--- src/rtl/chord_pkg.sv ---
// rtl/chord_pkg.sv - shared constants for the CORDIC input/output interfaces
package chord_pkg;

   localparam int DATA_WIDTH_DFLT = 16;
   localparam int OUT_WIDTH_DFLT  = 32;

   // Q7.8 fixed point: 1.0 and the +/-90 degree fold boundaries
   localparam logic [15:0] ONE       = 16'h0100;
   localparam logic [15:0] ANGLE_P90 = 16'h5A00;
   localparam logic [15:0] ANGLE_N90 = 16'hA600;

   localparam int COS_MSB  = 31;
   localparam int SIN_MSB  = 15;
   localparam int MODE_BIT = 16;

endpackage

--- src/rtl/result_fifo.sv ---
// rtl/result_fifo.sv - synchronous FIFO with show-ahead read and extra-bit pointers
module result_fifo #(
   parameter int WIDTH = 32,
   parameter int DEPTH = 4
) (
   input  logic                       clk,
   input  logic                       rst,
   input  logic                       push,
   input  logic [WIDTH-1:0]           push_data,
   input  logic                       pop,
   output logic [WIDTH-1:0]           rd_data,
   output logic                       full,
   output logic                       empty,
   output logic [$clog2(DEPTH):0]     count,
   output logic                       drop
);

   localparam int AW = $clog2(DEPTH);

   logic [AW:0]      wr_ptr;
   logic [AW:0]      rd_ptr;
   logic [WIDTH-1:0] mem [DEPTH];
   logic             do_pop;
   logic             do_push;

   assign empty   = (wr_ptr == rd_ptr);
   assign full    = (wr_ptr[AW] != rd_ptr[AW]) && (wr_ptr[AW-1:0] == rd_ptr[AW-1:0]);
   assign do_pop  = pop & ~empty;
   // A pop frees the slot in the same cycle, so a full FIFO can still accept
   assign do_push = push & (~full | do_pop);
   assign drop    = push & full & ~do_pop;
   assign count   = wr_ptr - rd_ptr;
   assign rd_data = empty ? '0 : mem[rd_ptr[AW-1:0]];

   always_ff @(posedge clk or posedge rst) begin
      if (rst) begin
         wr_ptr <= '0;
         rd_ptr <= '0;
      end else begin
         if (do_push) wr_ptr <= wr_ptr + 1'b1;
         if (do_pop)  rd_ptr <= rd_ptr + 1'b1;
      end
   end

   always_ff @(posedge clk) begin
      if (do_push) mem[wr_ptr[AW-1:0]] <= push_data;
   end

endmodule

--- src/rtl/interface_output.sv ---
// rtl/interface_output.sv - CORDIC result fold correction, packing and output FIFO
module interface_output
   import chord_pkg::*;
#(
   parameter int DATA_WIDTH      = DATA_WIDTH_DFLT,
   parameter int FLIP_FLAG_WIDTH = 1,
   parameter int FIFO_DEPTH      = 4,
   parameter int OUT_WIDTH       = OUT_WIDTH_DFLT
) (
   input  logic                           clk,
   input  logic                           rst,
   input  logic                           valid_out,
   input  logic [DATA_WIDTH-1:0]          sin_out,
   input  logic [DATA_WIDTH-1:0]          cos_out,
   input  logic [DATA_WIDTH-1:0]          angle_out,
   input  logic [FLIP_FLAG_WIDTH-1:0]     flip_out,
   input  logic                           arctan_en_out,
   output logic [OUT_WIDTH-1:0]           res_data,
   output logic                           res_valid,
   input  logic                           res_ready,
   output logic [$clog2(FIFO_DEPTH):0]    res_count,
   output logic                           ovf,
   input  logic                           ovf_clr
);

   localparam logic [DATA_WIDTH-1:0] MOST_NEG = {1'b1, {(DATA_WIDTH-1){1'b0}}};

   function automatic logic [DATA_WIDTH-1:0] sat_neg(input logic [DATA_WIDTH-1:0] v);
      return (v == MOST_NEG) ? ~MOST_NEG : -v;
   endfunction

   logic [DATA_WIDTH-1:0] sin_fix;
   logic [DATA_WIDTH-1:0] cos_fix;
   logic [OUT_WIDTH-1:0]  word_next;
   logic [OUT_WIDTH-1:0]  s1_word;
   logic                  s1_valid;
   logic                  fifo_empty;
   logic                  fifo_full;
   logic                  fifo_drop;

   // Undo the input fold: rotate by +/-90 degrees, direction from the folded sine sign
   always_comb begin
      sin_fix = sin_out;
      cos_fix = cos_out;
      if (flip_out[0]) begin
         if (!sin_out[DATA_WIDTH-1]) begin
            sin_fix = cos_out;
            cos_fix = sat_neg(sin_out);
         end else begin
            sin_fix = sat_neg(cos_out);
            cos_fix = sin_out;
         end
      end
   end

   always_comb begin
      word_next = '0;
      if (arctan_en_out) begin
         word_next[MODE_BIT]          = 1'b1;
         word_next[DATA_WIDTH-1:0]    = angle_out;
      end else begin
         word_next[COS_MSB -: DATA_WIDTH] = cos_fix;
         word_next[SIN_MSB -: DATA_WIDTH] = sin_fix;
      end
   end

   always_ff @(posedge clk or posedge rst) begin
      if (rst) begin
         s1_valid <= 1'b0;
         s1_word  <= '0;
      end else begin
         s1_valid <= valid_out;
         if (valid_out) s1_word <= word_next;
      end
   end

   result_fifo #(
      .WIDTH (OUT_WIDTH),
      .DEPTH (FIFO_DEPTH)
   ) u_fifo (
      .clk       (clk),
      .rst       (rst),
      .push      (s1_valid),
      .push_data (s1_word),
      .pop       (res_ready),
      .rd_data   (res_data),
      .full      (fifo_full),
      .empty     (fifo_empty),
      .count     (res_count),
      .drop      (fifo_drop)
   );

   assign res_valid = ~fifo_empty;

   always_ff @(posedge clk or posedge rst) begin
      if (rst)            ovf <= 1'b0;
      else if (fifo_drop) ovf <= 1'b1;
      else if (ovf_clr)   ovf <= 1'b0;
   end

endmodule

--- config.mk ---
export PLATFORM = sky130hd
export DESIGN_NAME = interface_output
export DESIGN_NICKNAME = d
export VERILOG_FILES = /design/src/rtl/chord_pkg.sv /design/src/rtl/result_fifo.sv /design/src/rtl/interface_output.sv
export SDC_FILE = /design/constraint.sdc
export NUM_CORES = 1
export LEC_CHECK = 0
export ABC_AREA = 1
export ABC_CLOCK_PERIOD_IN_PS = 3700
export BUFFER_PORTS_ARGS = -buffer_cell sky130_fd_sc_hd__buf_2
export CORE_AREA = 2 2 129 162
export CTS_CLUSTER_DIAMETER = 150
export DETAILED_ROUTE_END_ITERATION = 8
export DIE_AREA = 0 0 131 164
export PLACE_DENSITY_LB_ADDON = 0.2
export SLEW_MARGIN = 20
export SYNTH_ARGS = -nofsm -noshare
export SYNTH_HDL_FRONTEND = slang
export SYNTH_SLANG_ARGS = --single-unit
--- constraint.sdc ---
create_clock -name clk -period 3.7 [get_ports clk]
set_input_delay 0.37 -clock clk [delete_from_list [all_inputs] [get_ports clk]]
set_output_delay 0.37 -clock clk [all_outputs]
set_load 0.02 [all_outputs]
==> impl_metrics.toml, run 1 <==
[status]
outcome = "complete, no violations"

[sta]
fin_crit_sh_pct = 70.9
fin_worst_skew_ps = 11.5
setup-violations-final = 0
maxSlewHeadroom_pct = 34.5
max_freq_mhz = 381
hold_violations = 0
fin_setup_tns_ps = 0
rsz0062_at_grt = "no"
period_needed_ps = 2620
drv_slew = 0
worst_slew_pin_slew_ps = 983

[final_layout]
diodes = 0
final_common_cell = "nor2_1"
layout-drive-gt1-share_pct = 17.7
layout_common_cells = "162 x nor2_1, 128 x edfxtp_1, 113 x nand2_1, 91 x buf_2, 75 x o21ai_0"
instances_no_fill = 1166
finalNetCount = 948
nFillCells = 1907
syn2layout_area_growth_pct = 16.5

[cts]
cts.path.max_buffers = 2
cts_sinks = 168
postCtsSetupBuffers = 0
clkLatencyLatePin_ps = 420
tritoncts = "done"
cts_resized = 0
cts.reportedPaths.clkPinSlew_ps = 70
postCtsHoldBufs = 0
root_buffer = "clkbuf_16"
htree_levels = 4
cts_buffers = 17

[synthesis]
synth_edf_count = 128
synth_area_leader_cell = "edfxtp_1"
syn_area_per_cell_um2 = 9.75
ys_seq_area_share_pct = 61.7
synth-async-reset-ratio_pct = 23.8
synthFlopType = "edfxtp_1"
syn_inst = 805
yosysTopAreaCellShare_pct = 49.0
synth_nets = 870
synth_cell_types = 36
ys_warn_count = 0
syn_area_mm2 = 0.00785
synthTopCellsByArea = "edfxtp_1 49%, dfrtp_1 13%, nor2_1 7.9%"
ys_seq_elements = 168

[global_route]
grt_max_degree = 67
grt-ovfl-total = 0
antenna_found_initial = 0
track_usage_pct = 19.2
first_global_vias = 5739
grt_pass1_wl_um = 31000

[power]
clkPwrFrac_pct = 24.5
ir_worst_vdd_mv = 0.357
cellPowerDensity_mw_per_mm2 = 789
power_frac_seq_pct = 36.4
p_sw_mw = 2.94
internal_power_mw = 4.29
leakagePower_nw = 3.73
power_frac_comb_pct = 39.1
switching_share_pct = 40.7

[drt]
antenna_left = 0
drc = 0
drt_first_pass_iters = 5
drt-initial-drc-count = 485
routed_wl_um = 19600
vias_per_cell = 5.05
wire_per_inst_um = 16.8
vias = 5888

[setup_path]
timing.rr.start = "u_fifo.wr_ptr[0]$_DFFE_PP0P_"
crit_path_end_kind = "primary output"
worstPathRequired_ps = 3330
r2r_cells = 6
crit_type = "register to primary output"
ff2ff_setup_slack_ps = 1610
start_kind = "register"
critPathMaxFanout = 64
r2r-end = "u_fifo.mem[1][15]$_DFFE_PP_"
arrival_ps = 2250

[floorplan]
row_count = 58
start_util_pct = 39.3
die-width_um = 131
ioPinCount = 92
dieArea_mm2 = 0.0215
core_region_area_mm2 = 0.0200
die_y_um = 164

[place]
portBuffers = 91
dpl.hpwl_um = 12900
place.gp.congestion = 0.982
dp_cells = 1134

[flow_run]
cap_violations = 0

[worst_hold_path]
min_path_type = "input port to asynchronous set/reset pin"
==> metrics by stage <==
step / cell area (um2) / hold slack, ps / utilization (%) / total power, mW / setup slack, ps
4_1_cts: 9150 / 89.0 / 45.8 / 7.31 / 1020
5_1_grt: 9150 / 118 / 45.8 / 7.70 / 823
6_report: 9150 / 65.0 / 45.8 / 7.22 / 1080
3_3_place_gp: 8540 / 479 / 42.8 / 5.51 / 1310
2_1_floorplan: 7850 / 401 / - / 4.56 / 524
3_5_place_dp: 8540 / 482 / 42.8 / 5.53 / 1360
==> layout make-up <==
cell class              count  area [um2]  area share, %
inverters                  53         201           2.20
clock buffers              17         425           4.65
repair buffers            100         523           5.72
clock inverters            15         180           1.97
flip-flops and latches    168        4850           53.0
multi-input cells         543        2640           28.8
well taps                 270         338           3.69
==> cell usage after synthesis, types with 4 or more instances <==
library cell / instances
buf_2: 19
edfxtp_1: 128
o21ai_1: 17
nand3_1: 51
o21ai_0: 75
nor2_1: 165
dfrtp_1: 40
clkbuf_1: 19
inv_1: 48
o211ai_1: 4
a21oi_1: 62
ha_1: 9
nand3_2: 4
xor2_1: 14
nand2_1: 113
nor2_2: 7
==> routing by layer <==
layer / up-vias / track usage [%] / share of wire [%]
met1: 2800 / 25.7 / 45
met3: 28 / 3.26 / 4.6
met5: - / 0 / 0
met2: 167 / 31.3 / 49
met4: 0 / 6.96 / 2.1
li1: 2893 / - / -
==> cell families after synthesis <==
family,synth area share [%]
XOR/XNOR,1.79
flip-flops,61.7
buffers and inverters,4.88
adder cells (fa/ha/maj),1.69
AO/OA/AOI/OAI,11.6
AND/OR/NAND/NOR,18.4
==> registers in the layout, indices dropped and copies added (netlist names) <==
name,cells
ovf,1
s1_valid,1
s1_word,32
u_fifo.mem,128
u_fifo.rd_ptr,3
u_fifo.wr_ptr,3
==> worst max-delay path by stage <==
stage / startpoint / to / slack, ps / cells past startpoint
2_1_floorplan: u_fifo.rd_ptr[1]$_DFFE_PP0P_ / u_fifo.mem[0][0]$_DFFE_PP_ / 520 / 7
5_1_grt: u_fifo.rd_ptr[0]$_DFFE_PP0P_ / res_data[3] / 820 / 4
4_1_cts: u_fifo.rd_ptr[0]$_DFFE_PP0P_ / res_data[29] / 1020 / 4
3_5_place_dp: valid_out / s1_word[9]$_DFFE_PP0P_ / 1360 / 7
3_3_place_gp: valid_out / s1_word[9]$_DFFE_PP0P_ / 1310 / 7
6_report: u_fifo.rd_ptr[0]$_DFFE_PP0P_ / res_data[15] / 1080 / 4
==> power groups by stage <==
| stage | Clock [mW] | Combinational, mW | Sequential (mW) |
|---|---|---|---|
| 6_report | 1.77 | 2.82 | 2.63 |
| 4_1_cts | 1.80 | 2.88 | 2.63 |
| 3_3_place_gp | 0 | 2.85 | 2.66 |
| 3_5_place_dp | 0 | 2.87 | 2.67 |
| 2_1_floorplan | 0 | 1.92 | 2.64 |
| 5_1_grt | 1.88 | 3.16 | 2.67 |
==> worst max-delay path: stages, from the launching register on <==
cell and delay [ps]:
dfrtp_2 420, inv_2 680, o21ai_0 220, a21oi_1 260
buf_2 200
(Power assumes the default switching activity.)
==> run 2, diff against run 1 <==
--- a/config.mk
+++ b/config.mk
@@ -6,7 +6,7 @@
 export NUM_CORES = 1
 export LEC_CHECK = 0
 export ABC_AREA = 1
-export ABC_CLOCK_PERIOD_IN_PS = 3700
+export ABC_CLOCK_PERIOD_IN_PS = 2100
 export BUFFER_PORTS_ARGS = -buffer_cell sky130_fd_sc_hd__buf_2
 export CORE_AREA = 2 2 129 162
 export CTS_CLUSTER_DIAMETER = 150
==> constraint.sdc (replaced) <==
create_clock -name clk -period 2.1 [get_ports clk]
set_input_delay 0.21 -clock clk [delete_from_list [all_inputs] [get_ports clk]]
set_output_delay 0.21 -clock clk [all_outputs]
set_load 0.02 [all_outputs]
==> run 2 against run 1 <==
  * Clock skew up 1.2 ps
  * Critical path type unchanged
  * Critical path depth up 3
  * Largest power group unchanged
  * Via count up 2.1%
  * Setup slack worse by 1100 ps
  * Sequential share of layout area down 4.3 points
  * Design area up 8.8%
  * Clock-buffer cell count unchanged
  * The flow now finishes with violations (setup timing)
  * First-iteration DRC count down 4.1%
  * Register-to-register slack worse by 1400 ps
  * Die area unchanged
  * Power up 110%
  * Cell count up 2.9%
==> impl_metrics.toml, run 2 (same netlist as run 1, synthesis figures left out) <==
[sta]
setup_ws_ps = -9.38
hold_slack_ps = 66.9
fin_crit_sh_pct = 100
max_freq_mhz = 474
worst_slew_pin_slew_ps = 609
hold_violations = 0
fin_worst_skew_ps = 12.7
fin_setup_tns_ps = -47.1
drv_slew = 0
setup-violations-final = 8
maxSlewHeadroom_pct = 59.3
period_needed_ps = 2110
rsz0062_at_grt = "yes"

[status]
violations = "setup timing"
outcome = "finished with violations"

[place]
pre_cts_ws_ps = 258
portBuffers = 91
dpl.hpwl_um = 13800
place.gp.congestion = 0.896

[drt]
drt_first_pass_iters = 4
vias = 6009
antenna_left = 0
routed_wl_um = 20900
wire_per_inst_um = 17.4
vias_per_cell = 5.01
drc = 0
drt-initial-drc-count = 465

[setup_path]
start_kind = "register"
arrival_ps = 1900
crit_path_end_kind = "primary output"
crit_family = "flip-flops"
r2r-end = "u_fifo.mem[3][30]$_DFFE_PP_"
worstPathRequired_ps = 1890
worstSetupEndpoint = "res_data[16]"
r2r_cells = 6
critPathMaxFanout = 6
slowest_delay_ps = 480
timing.rr.start = "u_fifo.rd_ptr[0]$_DFFE_PP0P_"
critical_path_depth = 7
cp_slowest_cell = "dfrtp_2"
ff2ff_setup_slack_ps = 260
startpoint = "u_fifo.rd_ptr[0]$_DFFE_PP0P_"
crit_type = "register to primary output"
path_cells = "ha_4 -> nand2_4 -> nor2_4 -> buf_12 -> clkbuf_16 -> a21oi_2 -> buf_4"
crit_buf_inv = 3

[final_layout]
syn2layout_area_growth_pct = 26.7
diodes = 0
final_common_cell = "nor2_1"
layout-drive-gt1-share_pct = 23.8
finalNetCount = 982
largest_register_ffs = 128
layout_common_cells = "162 x nor2_1, 128 x edfxtp_1, 112 x nand2_1, 72 x o21ai_0, 66 x buf_2"

[global_route]
first_global_vias = 5703
antenna_found_initial = 0
track_usage_pct = 19.4
grt_pass1_wl_um = 31300
grt-ovfl-total = 0
grt_max_degree = 41

[power]
ir_worst_vdd_mv = 0.632
cellPowerDensity_mw_per_mm2 = 1500
power_mw = 14.9
leakagePower_nw = 4.02

[floorplan]
row_count = 58
die_y_um = 164
core_region_area_mm2 = 0.0200
die-width_um = 131
ioPinCount = 92
start_util_pct = 39.3
dieArea_mm2 = 0.0215

[cts]
cts_sinks = 168
cts.reportedPaths.clkPinSlew_ps = 80
cts.path.max_buffers = 2
root_buffer = "clkbuf_16"
htree_levels = 4
clkLatencyLatePin_ps = 420
tritoncts = "done"
cts_buffers = 17

[flow_run]
cap_violations = 0

[worst_hold_path]
min_path_type = "input port to register"
-- run 2: cell type report --
class,count,area [um2]
Clock buffer,17,425
Clock inverter,15,196
Fill cell,1828,10000
Inverter,53,209
Multi-Input combinational cell,543,2840
Sequential cell,168,4850
Tap cell,270,338
Timing Repair Buffer,134,1100
-- run 2: per-stage QoR --
stage	instance area [um2]	util, %	cells
after global placement	8800	44.1	1152
after floorplan	7920	-	805
after CTS	9550	47.8	1187
final	9950	49.9	1200
after global routing	9950	49.9	1200
after detailed placement	8800	44.1	1152
-- run 2: worst min path at each step --
stage	slack (ps)	start	cells after the start	end
6_report	70	sin_out[0]	3	s1_word[16]$_DFFE_PP0P_
5_1_grt	60	sin_out[0]	3	s1_word[16]$_DFFE_PP0P_
4_1_cts	50	sin_out[0]	3	s1_word[16]$_DFFE_PP0P_
3_5_place_dp	150	rst	2	u_fifo.wr_ptr[2]$_DFFE_PP0P_
3_3_place_gp	150	rst	2	u_fifo.rd_ptr[2]$_DFFE_PP0P_
2_1_floorplan	240	valid_out	0	s1_valid$_DFF_PP0_
-- run 2: worst register-to-register path: cells and delay by family (launching register included) --
family / cells / cell delay [ps]
flip-flops: 1 / 480
AND/OR/NAND/NOR: 3 / 390
adder cells (fa/ha/maj): 1 / 250
buffers and inverters: 2 / 390
-- run 2: where the power goes --
group | leakage (nW) | total [mW] | internal (mW) | switching, mW
clock network | 0.300 | 3.19 | 1.73 | 1.46
logic | 2.04 | 7.01 | 2.90 | 4.11
registers | 1.68 | 4.68 | 4.37 | 0.314
-- run 2: what timing repair did --
item	CTS	global route
setup endpoints to repair	33	34
cloned	1	4
hold endpoints to repair	8	0
setup buffers	0	9
resized for setup	26	67
hold buffers	2	0
pin swaps	1	4
-- run 2: metal layers --
| layer | global-route usage, % | vias to the layer above | share of wire [%] |
|---|---|---|---|
| met5 | 0 | - | 0 |
| met4 | 5.37 | 0 | 1.2 |
| li1 | - | 2967 | - |
| met2 | 32.6 | 146 | 51 |
| met3 | 2.54 | 19 | 3.4 |
| met1 | 26.6 | 2877 | 44 |
